`src/rtl/uart_pkg.sv`:
```
// Shared UART definitions: default character/line parameters, capture FSM states,
// and the CeilLog2 helper used to size FIFO pointers.
`timescale 1ns/1ps
package uart_pkg;
   localparam int UART_NBIT     = 8;
   localparam int UART_BAUDRATE = 115200;
   localparam int UART_CLK_FREQ = 50_000_000;

   localparam logic [1:0] ST_IDLE = 2'd0;
   localparam logic [1:0] ST_ACK  = 2'd1;
   localparam logic [1:0] ST_WAIT = 2'd2;

   function automatic int CeilLog2(input int n);
      int r;
      r = 0;
      while ((1 << r) < n) r = r + 1;
      return r;
   endfunction
endpackage

```
`src/rtl/sync_fifo.sv`:
```
// Single-clock FIFO, first-word-fall-through head; registered count/empty/full.
// A push into a full FIFO is taken only when a pop frees a slot in the same cycle.
`timescale 1ns/1ps
module sync_fifo
   import uart_pkg::*;
#(
   parameter  int W     = 9,
   parameter  int DEPTH = 16,
   localparam int AW    = CeilLog2(DEPTH)
) (
   input  logic          clk,
   input  logic          reset,
   input  logic          push,
   input  logic [W-1:0]  wdata,
   input  logic          pop,
   output logic [W-1:0]  rdata,
   output logic          empty,
   output logic          full,
   output logic [AW:0]   count
);
   localparam logic [AW:0] FULL_CNT = (AW+1)'(DEPTH);

   logic [W-1:0]  mem [DEPTH];
   logic [AW-1:0] wr_ptr;
   logic [AW-1:0] rd_ptr;
   logic [AW:0]   count_nxt;
   logic          push_eff;
   logic          pop_eff;

   assign pop_eff  = pop && !empty;
   assign push_eff = push && (!full || pop_eff);
   assign rdata    = mem[rd_ptr];

   always_comb begin
      count_nxt = count;
      if (push_eff && !pop_eff)
         count_nxt = count + 1'b1;
      else if (!push_eff && pop_eff)
         count_nxt = count - 1'b1;
   end

   // Pointers wrap naturally because DEPTH is a power of two.
   always_ff @(posedge clk) begin
      if (!reset) begin
         wr_ptr <= '0;
         rd_ptr <= '0;
         count  <= '0;
         empty  <= 1'b1;
         full   <= 1'b0;
      end else begin
         if (push_eff) wr_ptr <= wr_ptr + 1'b1;
         if (pop_eff)  rd_ptr <= rd_ptr + 1'b1;
         count <= count_nxt;
         empty <= (count_nxt == '0);
         full  <= (count_nxt == FULL_CNT);
      end
   end

   always_ff @(posedge clk) begin
      if (push_eff) mem[wr_ptr] <= wdata;
   end
endmodule

```
`src/rtl/uart_rx_fifo.sv`:
```
// Captures each UART receiver byte once, acks it with a one-cycle clr_rx_flag, and
// queues {parity_err, data}; visible one cycle after capture; full FIFO drops and flags overflow.
`timescale 1ns/1ps
module uart_rx_fifo
   import uart_pkg::*;
#(
   parameter  int Nbit  = UART_NBIT,
   parameter  int DEPTH = 16,
   localparam int AW    = CeilLog2(DEPTH)
) (
   input  logic            clk,
   input  logic            reset,
   input  logic            Rx_flag,
   input  logic [Nbit-1:0] DataRx,
   input  logic            Parity_error,
   output logic            clr_rx_flag,
   input  logic            rd_en,
   output logic [Nbit-1:0] rd_data,
   output logic            rd_perr,
   output logic            empty,
   output logic            full,
   output logic [AW:0]     count,
   output logic            overflow,
   input  logic            ovf_clr,
   output logic            irq
);
   logic [1:0]    state;
   logic          capture;
   logic          accept;
   logic          push;
   logic          drop;
   logic [Nbit:0] head;

   assign capture = (state == ST_IDLE) && Rx_flag;
   assign accept  = !full || (rd_en && !empty);
   assign push    = capture && accept;
   assign drop    = capture && !accept;

   always_ff @(posedge clk) begin
      if (!reset) begin
         state       <= ST_IDLE;
         clr_rx_flag <= 1'b0;
      end else begin
         case (state)
            ST_IDLE: begin
               if (Rx_flag) begin
                  state       <= ST_ACK;
                  clr_rx_flag <= 1'b1;
               end
            end
            ST_ACK: begin
               state       <= ST_WAIT;
               clr_rx_flag <= 1'b0;
            end
            ST_WAIT: begin
               if (!Rx_flag) state <= ST_IDLE;
            end
            default: begin
               state       <= ST_IDLE;
               clr_rx_flag <= 1'b0;
            end
         endcase
      end
   end

   // A drop in the same cycle as ovf_clr must leave the flag set.
   always_ff @(posedge clk) begin
      if (!reset)
         overflow <= 1'b0;
      else if (drop)
         overflow <= 1'b1;
      else if (ovf_clr)
         overflow <= 1'b0;
   end

   sync_fifo #(
      .W     (Nbit + 1),
      .DEPTH (DEPTH)
   ) u_fifo (
      .clk   (clk),
      .reset (reset),
      .push  (push),
      .wdata ({Parity_error, DataRx}),
      .pop   (rd_en),
      .rdata (head),
      .empty (empty),
      .full  (full),
      .count (count)
   );

   assign rd_data = head[Nbit-1:0];
   assign rd_perr = head[Nbit];
   assign irq     = !empty;
endmodule

```
`config.mk`:
```
export PLATFORM = sky130hd
export DESIGN_NAME = uart_rx_fifo
export DESIGN_NICKNAME = d
export VERILOG_FILES = /design/src/rtl/uart_pkg.sv /design/src/rtl/sync_fifo.sv /design/src/rtl/uart_rx_fifo.sv
export SDC_FILE = /design/constraint.sdc
export NUM_CORES = 1
export LEC_CHECK = 0
export BUFFER_PORTS_ARGS = -buffer_cell sky130_fd_sc_hd__clkbuf_2
export CORE_MARGIN = 2
export CORE_UTILIZATION = 34
export DETAILED_ROUTE_END_ITERATION = 10
export SYNTH_ARGS = -nofsm -noshare
export SYNTH_HDL_FRONTEND = slang
export SYNTH_SLANG_ARGS = --single-unit
```
`constraint.sdc`:
```
create_clock -name clk -period 2.65 [get_ports clk]
set_input_delay 0.3975 -clock clk [delete_from_list [all_inputs] [get_ports clk]]
set_output_delay 0.3975 -clock clk [all_outputs]
set_load 0.02 [all_outputs]
```
Word-level counts from Yosys, hierarchy flattened:

Memory sizes are Yosys's and may differ from the RTL's. A register that Yosys moved wholly into a read port is not among the register bits.
Index checks and enable logic that the tools add are counted.

* register bits after elaboration: 19
* RAM bits: 144
* bits of input ports: 14
* output and inout bits: 19
* logic and storage cells: 50
* memories: 1

Memory list
* u_fifo.mem: depth 16, width 9, read ports 1, clocked after memory_dff 1, wr ports 1, line sync_fifo.sv:23 `logic [W-1:0] mem [DEPTH];`

* add/sub/neg operators: 4
* eq/ne operators: 5
* mux-type cells: 13
* bitwise operators: 1
* reduce and logical (&&, ||, !) cells: 18

Operators by type and width (count)
* $mux W5: 2
* $add A4 B1 Y4 const B: 2
* $mux W4: 2
* $logic_and A1 B1 Y1: 7
* $pmux W2 S3: 1
* $add A5 B1 Y5 const B: 1
* $eq A5 B5 Y1 const B: 1
* $logic_not A1 Y1: 5
* $logic_not A5 Y1: 1
* $mux W1: 5
* $sub A5 B1 Y5 const B: 1
* $mux W2: 2
* $ne A2 B2 Y1 const B: 2
* $reduce_and A2 Y1: 2
* $eq A2 B1 Y1 const B: 1
* $eq A2 B2 Y1 const B: 1
* $logic_not A2 Y1: 1
* $pmux W1 S2: 1
* $reduce_bool A2 Y1: 1
* $logic_or A1 B1 Y1: 1
* $not A1 Y1: 1

Logic depth before layout (Yosys ltp):

Gate-level depths: netlist (run 1).

* depth in word-level cells: 10
* mapped depth: 6
* depth with buffers taken out: 6

Hierarchy:

Synthesis (run 1) repeated with hierarchy kept, for this count alone.

* cell total of the unflattened synthesis: 324
* area, all modules: 6598.8 um2

By module, submodules not included
* sync_fifo: times used 1, cells each 308, area an instance 6427.4 um2
* uart_rx_fifo: times used 1, cells each 16, area an instance 171.4 um2

Least setup slack after synthesis (run 1):

OpenSTA, ideal clock, no wires.

* kind: input port to flip-flop
* start point: in Rx_flag
* end point: mem u_fifo.mem[3][0], enable pin
* setup time: 0.387 ns
* arrival time: 1.909 ns
* path slack: 0.354 ns
* cell stages on the path: 5
* buffers on the path: 1
* cells stage by stage: or3b_1 buf_4 a21oi_4 nand2_1 nor3_1

* cells in the longest elaborated chain, start to end: 5

Ends and longest elaborated chain
* start: declaration: line uart_rx_fifo.sv:13 `input logic Rx_flag,`
* $logic_and A1 B1 Y1: line uart_rx_fifo.sv:34 `assign capture = (state == ST_IDLE) && Rx_flag;`
* $logic_and A1 B1 Y1: line uart_rx_fifo.sv:36 `assign push = capture && accept;`
* $logic_and A1 B1 Y1: line sync_fifo.sv:31 `assign push_eff = push && (!full || pop_eff);`
* $mux W1: line sync_fifo.sv:60 `if (push_eff) mem[wr_ptr] <= wdata;`
* $mux W1 (not written as such): line sync_fifo.sv:60
* end: declaration: line sync_fifo.sv:23

Every way passes these cells.

==> key figures, run 1 <==
Outcome
  – Status: finished with violations
  – Failing checks: negative setup slack

Logic synthesis
  – Netlist Area Pre-Place: 0.00667 mm²
  – Ys flop type: edfxtp_1
  – FFs w/ async S/R, synth: 0%
  – Syn Nets: 353
  – Synth top area cells: edfxtp_1 (65%), mux4_1 (13%), dfxtp_1 (6.9%)
  – Post-Synthesis Cells: 332
  – Commonest cells in the synthesized netlist: edfxtp_1 (144), mux4_1 (32), nor2_1 (25)
  – Post-synth top area cell: edfxtp_1
  – Post-synth top area share: 64.9%
  – Seq/Total Area, Yosys: 71.8%
  – Unique cell type count in the Yosys netlist: 42
  – YS warnings: 0
  – Syn Area/Cell: 20.1 µm²
  – Most common cell in the netlist: edfxtp_1
  – EDFF count, synth: 144
  – Synthesis-stage register bit count: 167

Global routing
  – GRT overflow: 0
  – Largest net degree at the start of global routing: 37
  – Initial antenna violation count: 0
  – First-pass GRT wire length: 20.9 mm
  – Total Routing Usage GR: 14.3%
  – Vias in the first global route: 3454

Clock tree
  – Clock Sinks: 167
  – Worst skew pair latency: 0.42 ns
  – Clock-pin slew on the worst setup and hold paths: 0.07 ns
  – Root buf cell: clkbuf_16
  – Inserted Clock Buffers: 17
  – Clock Path Buffers: 2
  – CTS tree: done
  – Hold Buf Count CTS: 0
  – H-tree depth: 4
  – Post-CTS setup buffer count: 0

Routing
  – Top Layer Used: met4
  – DR WL met2: 6.91 mm
  – DR WL/cell: 21.0 µm
  – Via density: 4.97
  – Post-Route WL: 14.0 mm
  – M1 wire length: 6.20 mm
  – Final ANT Viol Nets: 0
  – Initial drt markers: 344
  – WL met3: 713 µm
  – Drc violations: 0
  – Pre-Repair DR Iteration Count: 4
  – Routed via count: 3328

Setup path
  – Worst endpoint data arrival time: 2.28 ns
  – CP Capture Type: output port
  – Crit path required time: 2.25 ns
  – Family with the most delay on the worst path: multiplexers
  – Worst Path Buf+Inv: 2
  – Crit Path Max Fanout: 18
  – CP max stage cell: mux4_1
  – WS Path Type: register to output port
  – Worst path max stage delay: 0.58 ns
  – Critical Path, Cell by Cell: buf_16 -> mux4_1 -> mux4_2 -> buf_2
  – Startpoint types: register

Timing
  – RSZ-0062 raised after global routing: yes
  – Relative slew slack: 54.1%
  – Slew at the pin closest to its max-slew limit: 0.687 ns
  – Worst hold margin: 0.182 ns
  – Slew Viols, Final: 0
  – Final setup slack of the worst path: -0.0298 ns
  – Final setup viols: 7
  – Worst Skew: 0.00875 ns
  – Fin. Hold Viols: 0
  – Peak Freq: 373 MHz
  – Final min period: 2.68 ns
  – Crit share post-route: 101%

Pwr
  – Max VDD drop: 465 µV
  – Static leakage: 2.59 nW
  – Power per cell area: 790 mW/mm²

Layout
  – Final nets: 414
  – Synth-to-Final Area Change: 17.6%
  – Fillers: 1735
  – Layout Cells excl Fill: 670
  – Diodes inserted: 0
  – Final core utilization: 40.6%
  – Layout cells sized above 1: 27.9%

Die
  – Die width: 144 µm
  – Io pins: 33
  – Die Y: 144 µm
  – Cell Rows: 51
  – Initial Utilization: 34.5%
  – Die area: 0.0207 mm²
  – Core Footprint: 0.0193 mm²

Place
  – Detailed Place HPWL: 8.44 mm
  – Dpl cells: 637
  – GP Congestion: 0.718
  – # port buffers: 32

Worst hold path
  – HP Class: input port to register

Run
  – MaxCap Viol Count: 0
routing by layer:
metal | GRT usage, % | vias up
met5 | 0 | -
met4 | 4.80 | 0
met3 | 3.61 | 11
met2 | 22.9 | 84
met1 | 19.1 | 1753
li1 | - | 1480
where the power goes:
| part | switching [W] | total, W | internal, W |
|---|---|---|---|
| Combinational | 0.000466 | 0.000883 | 0.000417 |
| Sequential | 0.0000749 | 0.00301 | 0.00293 |
| Clock | 0.00101 | 0.00230 | 0.00129 |
| Total | 0.00155 | 0.00619 | 0.00464 |
layout by cell type, fill, tap and decap left out, types with 2 or more instances in the layout:
cell type,Yosys,final
xnor2_1,3,3
buf_2,1,5
clkinv_4,0,5
inv_6,0,2
clkbuf_16,0,18
edfxtp_1,144,144
nor2_1,25,25
nand4_1,2,2
clkinv_2,0,2
nand2_1,10,10
clkbuf_2,0,26
inv_1,6,6
ha_1,7,7
clkinv_1,1,3
nor3_1,6,6
a21oi_1,6,6
and2_1,2,2
mux4_1,32,24
buf_12,0,2
nor4b_2,2,2
nand3_1,5,5
mux4_2,13,21
xor2_1,5,5
o21ai_0,3,3
buf_4,2,21
nand2b_1,5,5
dfxtp_1,23,22
kinds of logic after synthesis:
| family | after synthesis | synth area share [%] |
|---|---|---|
| muxes | 45 | 17.0 |
| DFF | 167 | 71.8 |
| AOI/OAI and AO/OA | 17 | 1.88 |
| and+or+nand+nor | 66 | 5.11 |
| xor gates and xnor gates | 8 | 1.05 |
| adders and majority gates | 7 | 1.31 |
| buffers and inverters | 22 | 1.88 |
stage by stage:
step	power (W)	setup TNS (ns)	worst slack, ns	instance area [µm²]
3_5_place_dp	0.00388	0	0.318	7260
2_1_floorplan	0.00364	0	0.354	6670
5_1_grt	0.00642	-0.652	-0.0844	7840
3_3_place_gp	0.00386	0	0.333	7260
4_1_cts	0.00622	-0.655	-0.0893	7830
6_report	0.00619	-0.113	-0.0298	7840
worst paths after layout:
path	slack [ns]	startpoint	cells after the start	end
max	-0.03	register	4	rd_data[1]
min	0.18	reset	2	u_fifo.empty
max reg2reg	0.50	state[1]	5	u_fifo.mem[8][1]
min reg2reg	0.48	clr_rx_flag	2	clr_rx_flag
repair_timing:
item                                    4_1_cts  5_1_grt
cloned                                        1        1
resized for setup                             4       14
endpoints found under the setup margin        9        9
flip-flops by register name, indices dropped and copies added (netlist names), named ones only:
| signal | count |
|---|---|
| u_fifo.empty | 1 |
| state | 2 |
| u_fifo.wr_ptr | 4 |
| overflow | 1 |
| u_fifo.mem | 144 |
| u_fifo.full | 1 |
| clr_rx_flag | 1 |
| u_fifo.count | 5 |
| u_fifo.rd_ptr | 4 |
area by class of cell:
class | count | area, µm² | area share [%]
timing repair buffer | 57 | 417 | 5.31
multi-input combinational | 143 | 1730 | 22.0
clock buffer | 17 | 425 | 5.42
sequential | 167 | 4790 | 61.1
inverter | 7 | 26.3 | 0.335
clock inverter | 14 | 128 | 1.63
tap | 265 | 332 | 4.23
(Power assumes the default switching activity.)
==> run 2, diff against run 1 <==
--- a/config.mk
+++ b/config.mk
@@ -9,6 +9,7 @@
 export CORE_MARGIN = 2
 export CORE_UTILIZATION = 34
 export DETAILED_ROUTE_END_ITERATION = 10
+export SKIP_LAST_GASP = 1
 export SYNTH_ARGS = -nofsm -noshare
 export SYNTH_HDL_FRONTEND = slang
 export SYNTH_SLANG_ARGS = --single-unit
==> key figures, run 2 (synthesized netlist as in run 1, its figures left out) <==
Outcome
  – Status: finished with violations
  – Failing checks: negative setup slack

Clock tree
  – H-tree depth: 4 (unchanged)
  – Post-CTS setup buffer count: 0 (unchanged)
  – Inserted Clock Buffers: 17 (unchanged)
  – Worst skew pair latency: 0.42 ns (about the same)
  – Root buf cell: clkbuf_16
  – Clock Sinks: 167 (unchanged)
  – Clock Path Buffers: 2 (unchanged)
  – CTS tree: done
  – Hold Buf Count CTS: 0 (unchanged)
  – Clock-pin slew on the worst setup and hold paths: 0.07 ns (about the same)

Layout
  – Final nets: 414 (unchanged)
  – Design Area, Final: 0.00784 mm² (about the same)
  – Layout cells sized above 1: 27.4% (-0.49 points)
  – Largest Register: u_fifo.mem
  – Max FFs per register: 144 (unchanged)
  – Commonest cells after routing, fill and taps aside: edfxtp_1 (144), clkbuf_2 (30), mux4_1 (26)
  – Fillers: 1731 (-0.23%)
  – Synth-to-Final Area Change: 17.7% (about the same)
  – Commonest non-fill, non-tap cell in the layout: edfxtp_1
  – Diodes inserted: 0 (unchanged)
  – Top flop regs: u_fifo.mem x144, u_fifo.count x5

Setup path
  – CP Capture Type: output port
  – Critical Path, Cell by Cell: clkbuf_16 -> mux4_1 -> mux4_2 -> buf_2
  – Worst endpoint data arrival time: 2.29 ns (about the same)
  – Family with the most delay on the worst path: multiplexers
  – Crit path required time: 2.25 ns (about the same)
  – Startpoint types: register
  – WS Path Type: register to output port
  – Worst path max stage delay: 0.55 ns (-0.03 ns)
  – CP max stage cell: mux4_1
  – Worst Path Buf+Inv: 2 (unchanged)
  – Crit Path Max Fanout: 9 (-9)

Die
  – Core Footprint: 0.0193 mm² (unchanged)
  – Initial Utilization: 34.5% (unchanged)
  – Die area: 0.0207 mm² (unchanged)
  – Die Y: 144 µm (unchanged)
  – Die width: 144 µm (unchanged)
  – Cell Rows: 51 (unchanged)
  – Io pins: 33 (unchanged)

Pwr
  – Internal power: 0.00464 W (-0.13%)
  – Flop pwr share: 48.6% (about the same)
  – Power per cell area: 789 mW/mm² (about the same)
  – Total power: 0.00619 W (about the same)
  – Sw power: 0.00155 W (+0.19%)
  – Max VDD drop: 469 µV (+0.90%)
  – Static leakage: 2.60 nW (+0.21%)
  – Comb power frac: 14.2% (about the same)
  – Clock share of power: 37.2% (about the same)
  – Switching share of power: 25.1% (+0.060 points)

Routing
  – WL met3: 826 µm (+16%)
  – Top Layer Used: met4
  – DR WL met2: 6.85 mm (-0.94%)
  – Initial drt markers: 310 (-9.9%)
  – Pre-Repair DR Iteration Count: 4 (unchanged)
  – Final ANT Viol Nets: 0 (unchanged)
  – Post-Route WL: 14.1 mm (+0.52%)
  – Drc violations: 0 (unchanged)
  – M1 wire length: 6.25 mm (+0.90%)
  – Routed via count: 3343 (+0.45%)
  – DR WL/cell: 21.1 µm (+0.52%)
  – Via density: 4.99 (+0.45%)

Place
  – Detailed Place HPWL: 8.44 mm (unchanged)
  – GP Congestion: 0.718 (unchanged)
  – # port buffers: 32 (unchanged)
  – Placed instance area: 0.00726 mm² (unchanged)

Timing
  – Slew at the pin closest to its max-slew limit: 0.718 ns (+0.0312 ns)
  – Relative slew slack: 52.0% (-2.1 points)
  – Final setup slack of the worst path: -0.0397 ns (-0.00991 ns)
  – Slew Viols, Final: 0 (unchanged)
  – Final setup viols: 8 (+1)
  – Fin. Hold Viols: 0 (unchanged)
  – Final min period: 2.69 ns (+0.00991 ns)
  – Crit share post-route: 101% (+0.37 points)
  – Peak Freq: 372 MHz (-0.37%)
  – RSZ-0062 raised after global routing: yes
  – Worst hold margin: 0.179 ns (-0.00284 ns)
  – Worst Skew: 0.00974 ns (+0.000991 ns)

Global routing
  – Vias in the first global route: 3454 (unchanged)
  – Initial antenna violation count: 0 (unchanged)
  – Largest net degree at the start of global routing: 37 (unchanged)
  – GRT overflow: 0 (unchanged)
  – Total Routing Usage GR: 14.3% (unchanged)
  – First-pass GRT wire length: 20.9 mm (unchanged)

Worst hold path
  – HP Class: input port to register

Run
  – MaxCap Viol Count: 0 (unchanged)
run 2: cell types whose count changed in the layout (fill, tap and decap cells not counted), sizes merged:
cell	previous run	this run
buf	30	26
clkbuf	44	48
run 2: path summary, 6_finish.rpt:
kind	cells after the start	end	slack, ns	from
worst max-delay path	4	rd_data[0]	-0.04	register
worst min-delay path	2	u_fifo.empty	0.18	reset
worst max register to register	5	u_fifo.mem[8][1]	0.50	state[1]
worst min register to register	2	clr_rx_flag	0.48	clr_rx_flag
run 2: power by group through the flow:
stage | sequential (W) | combinational (W) | clock, W
floorplan | 0.00307 | 0.000568 | 0
global placement | 0.00305 | 0.000813 | 0
detailed placement | 0.00305 | 0.000833 | 0
CTS | 0.00300 | 0.000865 | 0.00235
global route | 0.00302 | 0.000945 | 0.00245
finish | 0.00301 | 0.000879 | 0.00231
run 2: final cells by class:
cell class                 count  area (µm²)  area share, %
multi-input combinational    143        1730           22.1
clock buffer                  17         425           5.42
inverter                       7        26.3          0.335
timing repair buffer          57         410           5.23
sequential                   167        4790           61.0
tap                          265         332           4.23
clock inverter                14         128           1.63
run 2: timing repair:
action                                  in CTS  in global routing
gates resized for setup                      4                  6
endpoints found under the setup margin       9                  9
gates cloned                                 1                  1
pin swaps                                    0                  0
run 2: per-stage QoR:
step | TNS, ns | instances | setup WS (ns) | utilization [%]
after detailed placement | 0 | 637 | 0.318 | 37.5
final | -0.206 | 670 | -0.0397 | 40.6
after global placement | 0 | 637 | 0.333 | 37.5
after global routing | -0.694 | 670 | -0.0917 | 40.6
after floorplan | 0 | 332 | 0.354 | -
after CTS | -0.655 | 669 | -0.0893 | 40.5
run 2: routing by layer:
layer,vias up,GRT usage (%)
met5,-,0
met4,0,4.80
met3,11,3.61
met2,103,22.9
met1,1749,19.1
li1,1480,-
==> run 3, diff against run 2 <==
--- a/config.mk
+++ b/config.mk
@@ -7,7 +7,7 @@
 export LEC_CHECK = 0
 export BUFFER_PORTS_ARGS = -buffer_cell sky130_fd_sc_hd__clkbuf_2
 export CORE_MARGIN = 2
-export CORE_UTILIZATION = 34
+export CORE_UTILIZATION = 45
 export DETAILED_ROUTE_END_ITERATION = 10
 export SKIP_LAST_GASP = 1
 export SYNTH_ARGS = -nofsm -noshare
==> key figures, run 3 (synthesized netlist as in run 1, its figures left out) <==
Outcome
  – Status: finished with violations
  – Failing checks: negative setup slack

Die
  – Cell Rows: 44 (-14%)
  – Core Footprint: 0.0145 mm² (-25%)
  – Io pins: 33 (unchanged)
  – Die width: 126 µm (-13%)
  – Initial Utilization: 46.0% (+12 points)
  – Die area: 0.0158 mm² (-24%)
  – Die Y: 126 µm (-13%)

Layout
  – Diodes inserted: 0 (unchanged)
  – Top flop regs: u_fifo.mem x144, u_fifo.count x5
  – Layout cells sized above 1: 34.4% (+7.0 points)
  – Synth-to-Final Area Change: 19.0%
  – Largest Register: u_fifo.mem
  – Max FFs per register: 144 (unchanged)
  – Final core utilization: 54.8% (+14 points)
  – Commonest cells after routing, fill and taps aside: edfxtp_1 (144), mux4_2 (41), nor2_1 (25)
  – Design Area, Final: 0.00793 mm² (+1.1%)
  – Final nets: 421 (+1.7%)
  – Commonest non-fill, non-tap cell in the layout: edfxtp_1

Global routing
  – Vias in the first global route: 3422 (-0.93%)
  – GRT overflow: 0 (unchanged)
  – Initial antenna violation count: 0 (unchanged)
  – Largest net degree at the start of global routing: 37 (unchanged)
  – Total Routing Usage GR: 18.6% (+4.3 points)
  – First-pass GRT wire length: 21.1 mm (+1.3%)

Setup path
  – Crit Path Max Fanout: 5 (-4)
  – Worst reg2reg startpoint: state[1]
  – CP Capture Type: output port
  – Startpoint types: register
  – WS Path Type: register to output port
  – Crit path required time: 2.25 ns (about the same)
  – Worst endpoint data arrival time: 2.31 ns (+0.02 ns)

Routing
  – Final ANT Viol Nets: 0 (unchanged)
  – Pre-Repair DR Iteration Count: 4 (unchanged)
  – DR WL/cell: 23.5 µm (+12%)
  – Initial drt markers: 412 (+33%)
  – Drc violations: 0 (unchanged)
  – Routed via count: 3352 (+0.27%)
  – Post-Route WL: 14.0 mm (-0.63%)
  – Via density: 5.61 (+13%)

Timing
  – Crit share post-route: 102% (+0.51 points)
  – Fin. Hold Viols: 0 (unchanged)
  – Final min period: 2.70 ns (+0.0136 ns)
  – Slew Viols, Final: 0 (unchanged)
  – Worst Skew: 0.00722 ns (-0.00252 ns)
  – RSZ-0062 raised after global routing: yes
  – Peak Freq: 370 MHz (-0.50%)
  – Final setup slack of the worst path: -0.0532 ns (-0.0136 ns)
  – Slew at the pin closest to its max-slew limit: 0.593 ns (-0.126 ns)
  – TNS Setup: -0.238 ns (-0.0323 ns)
  – Relative slew slack: 60.4% (+8.4 points)
  – Final setup viols: 9 (+1)

Clock tree
  – Root buf cell: clkbuf_16
  – H-tree depth: 4 (unchanged)
  – Clock Path Buffers: 2 (unchanged)
  – Clock Sinks: 167 (unchanged)
  – Hold Buf Count CTS: 0 (unchanged)
  – Clock-pin slew on the worst setup and hold paths: 0.06 ns (about the same)
  – Inserted Clock Buffers: 17 (unchanged)
  – Worst skew pair latency: 0.42 ns (about the same)
  – CTS tree: done

Place
  – GP Congestion: 0.784 (+9.1%)
  – Worst slack, placed: 0.300 ns (-0.0178 ns)
  – # port buffers: 32 (unchanged)
  – Placed instance area: 0.00716 mm² (-1.3%)
  – Detailed Place HPWL: 8.24 mm (-2.4%)

Worst hold path
  – HP Start: reset
  – HP Class: input port to register

Pwr
  – Max VDD drop: 547 µV (+17%)
  – Total power: 0.00659 W (+6.4%)
  – Static leakage: 2.64 nW (+1.5%)
  – Power per cell area: 830 mW/mm² (+5.2%)

Run
  – MaxCap Viol Count: 0 (unchanged)
run 3: cell count changes in the layout (fill, tap and decap cells not counted), moves of 2 or more:
cell,previous run,this run
buf_12,2,4
buf_2,2,0
buf_6,0,4
buf_8,0,6
bufinv_16,1,4
clkbuf_16,18,20
clkbuf_2,30,23
clkinv_2,2,6
clkinv_4,5,1
clkinvlp_4,1,3
inv_6,2,0
mux4_1,26,4
mux4_2,19,41
run 3: final timing paths:
kind	endpoint	slack [ns]	depth (start not counted)
min	u_fifo.empty	0.17	2
min reg2reg	clr_rx_flag	0.48	2
max	rd_data[2]	-0.05	5
max reg2reg	u_fifo.mem[3][6]	0.59	5
run 3: critical path, stage by stage, from the launching register on:
cell and delay (ns):
dfxtp_4 0.40, buf_12 0.15, buf_16 0.13, mux4_2 0.50, mux4_2 0.54, buf_8 0.16
run 3: final cells by class:
| class | count | area (µm²) |
|---|---|---|
| clock buffer | 17 | 425 |
| clock inverter | 15 | 185 |
| fill | 1125 | 6550 |
| inverter | 7 | 26.3 |
| multi-input combinational | 143 | 1650 |
| sequential | 167 | 4790 |
| tap | 184 | 230 |
| timing repair buffer | 64 | 626 |
run 3: power by group:
group	total, W	leakage [nW]	switching, W	internal (W)
clock	0.00252	0.296	0.000955	0.00156
sequential	0.00300	1.49	0.0000720	0.00293
combinational	0.00107	0.857	0.000510	0.000557
total	0.00659	2.64	0.00154	0.00505
run 3: timing repair:
action	CTS	global route
gates cloned	3	3
setup buffers	3	0
gates resized for setup	38	22
endpoints found under the setup margin	9	9
run 3: metrics by stage:
step,hold slack (ns),cells
2_1_floorplan,0.468,332
3_3_place_gp,0.464,557
3_5_place_dp,0.477,557
4_1_cts,0.150,595
5_1_grt,0.175,597
6_report,0.170,597
run 3: routing by layer:
layer / vias to the layer above / GRT usage, % / routed length, µm
li1: 1488 / - / -
met1: 1713 / 24.9 / 5740
met2: 141 / 30.7 / 7130
met3: 10 / 4.25 / 1000
met4: 0 / 5.88 / 155
met5: - / 0 / 0
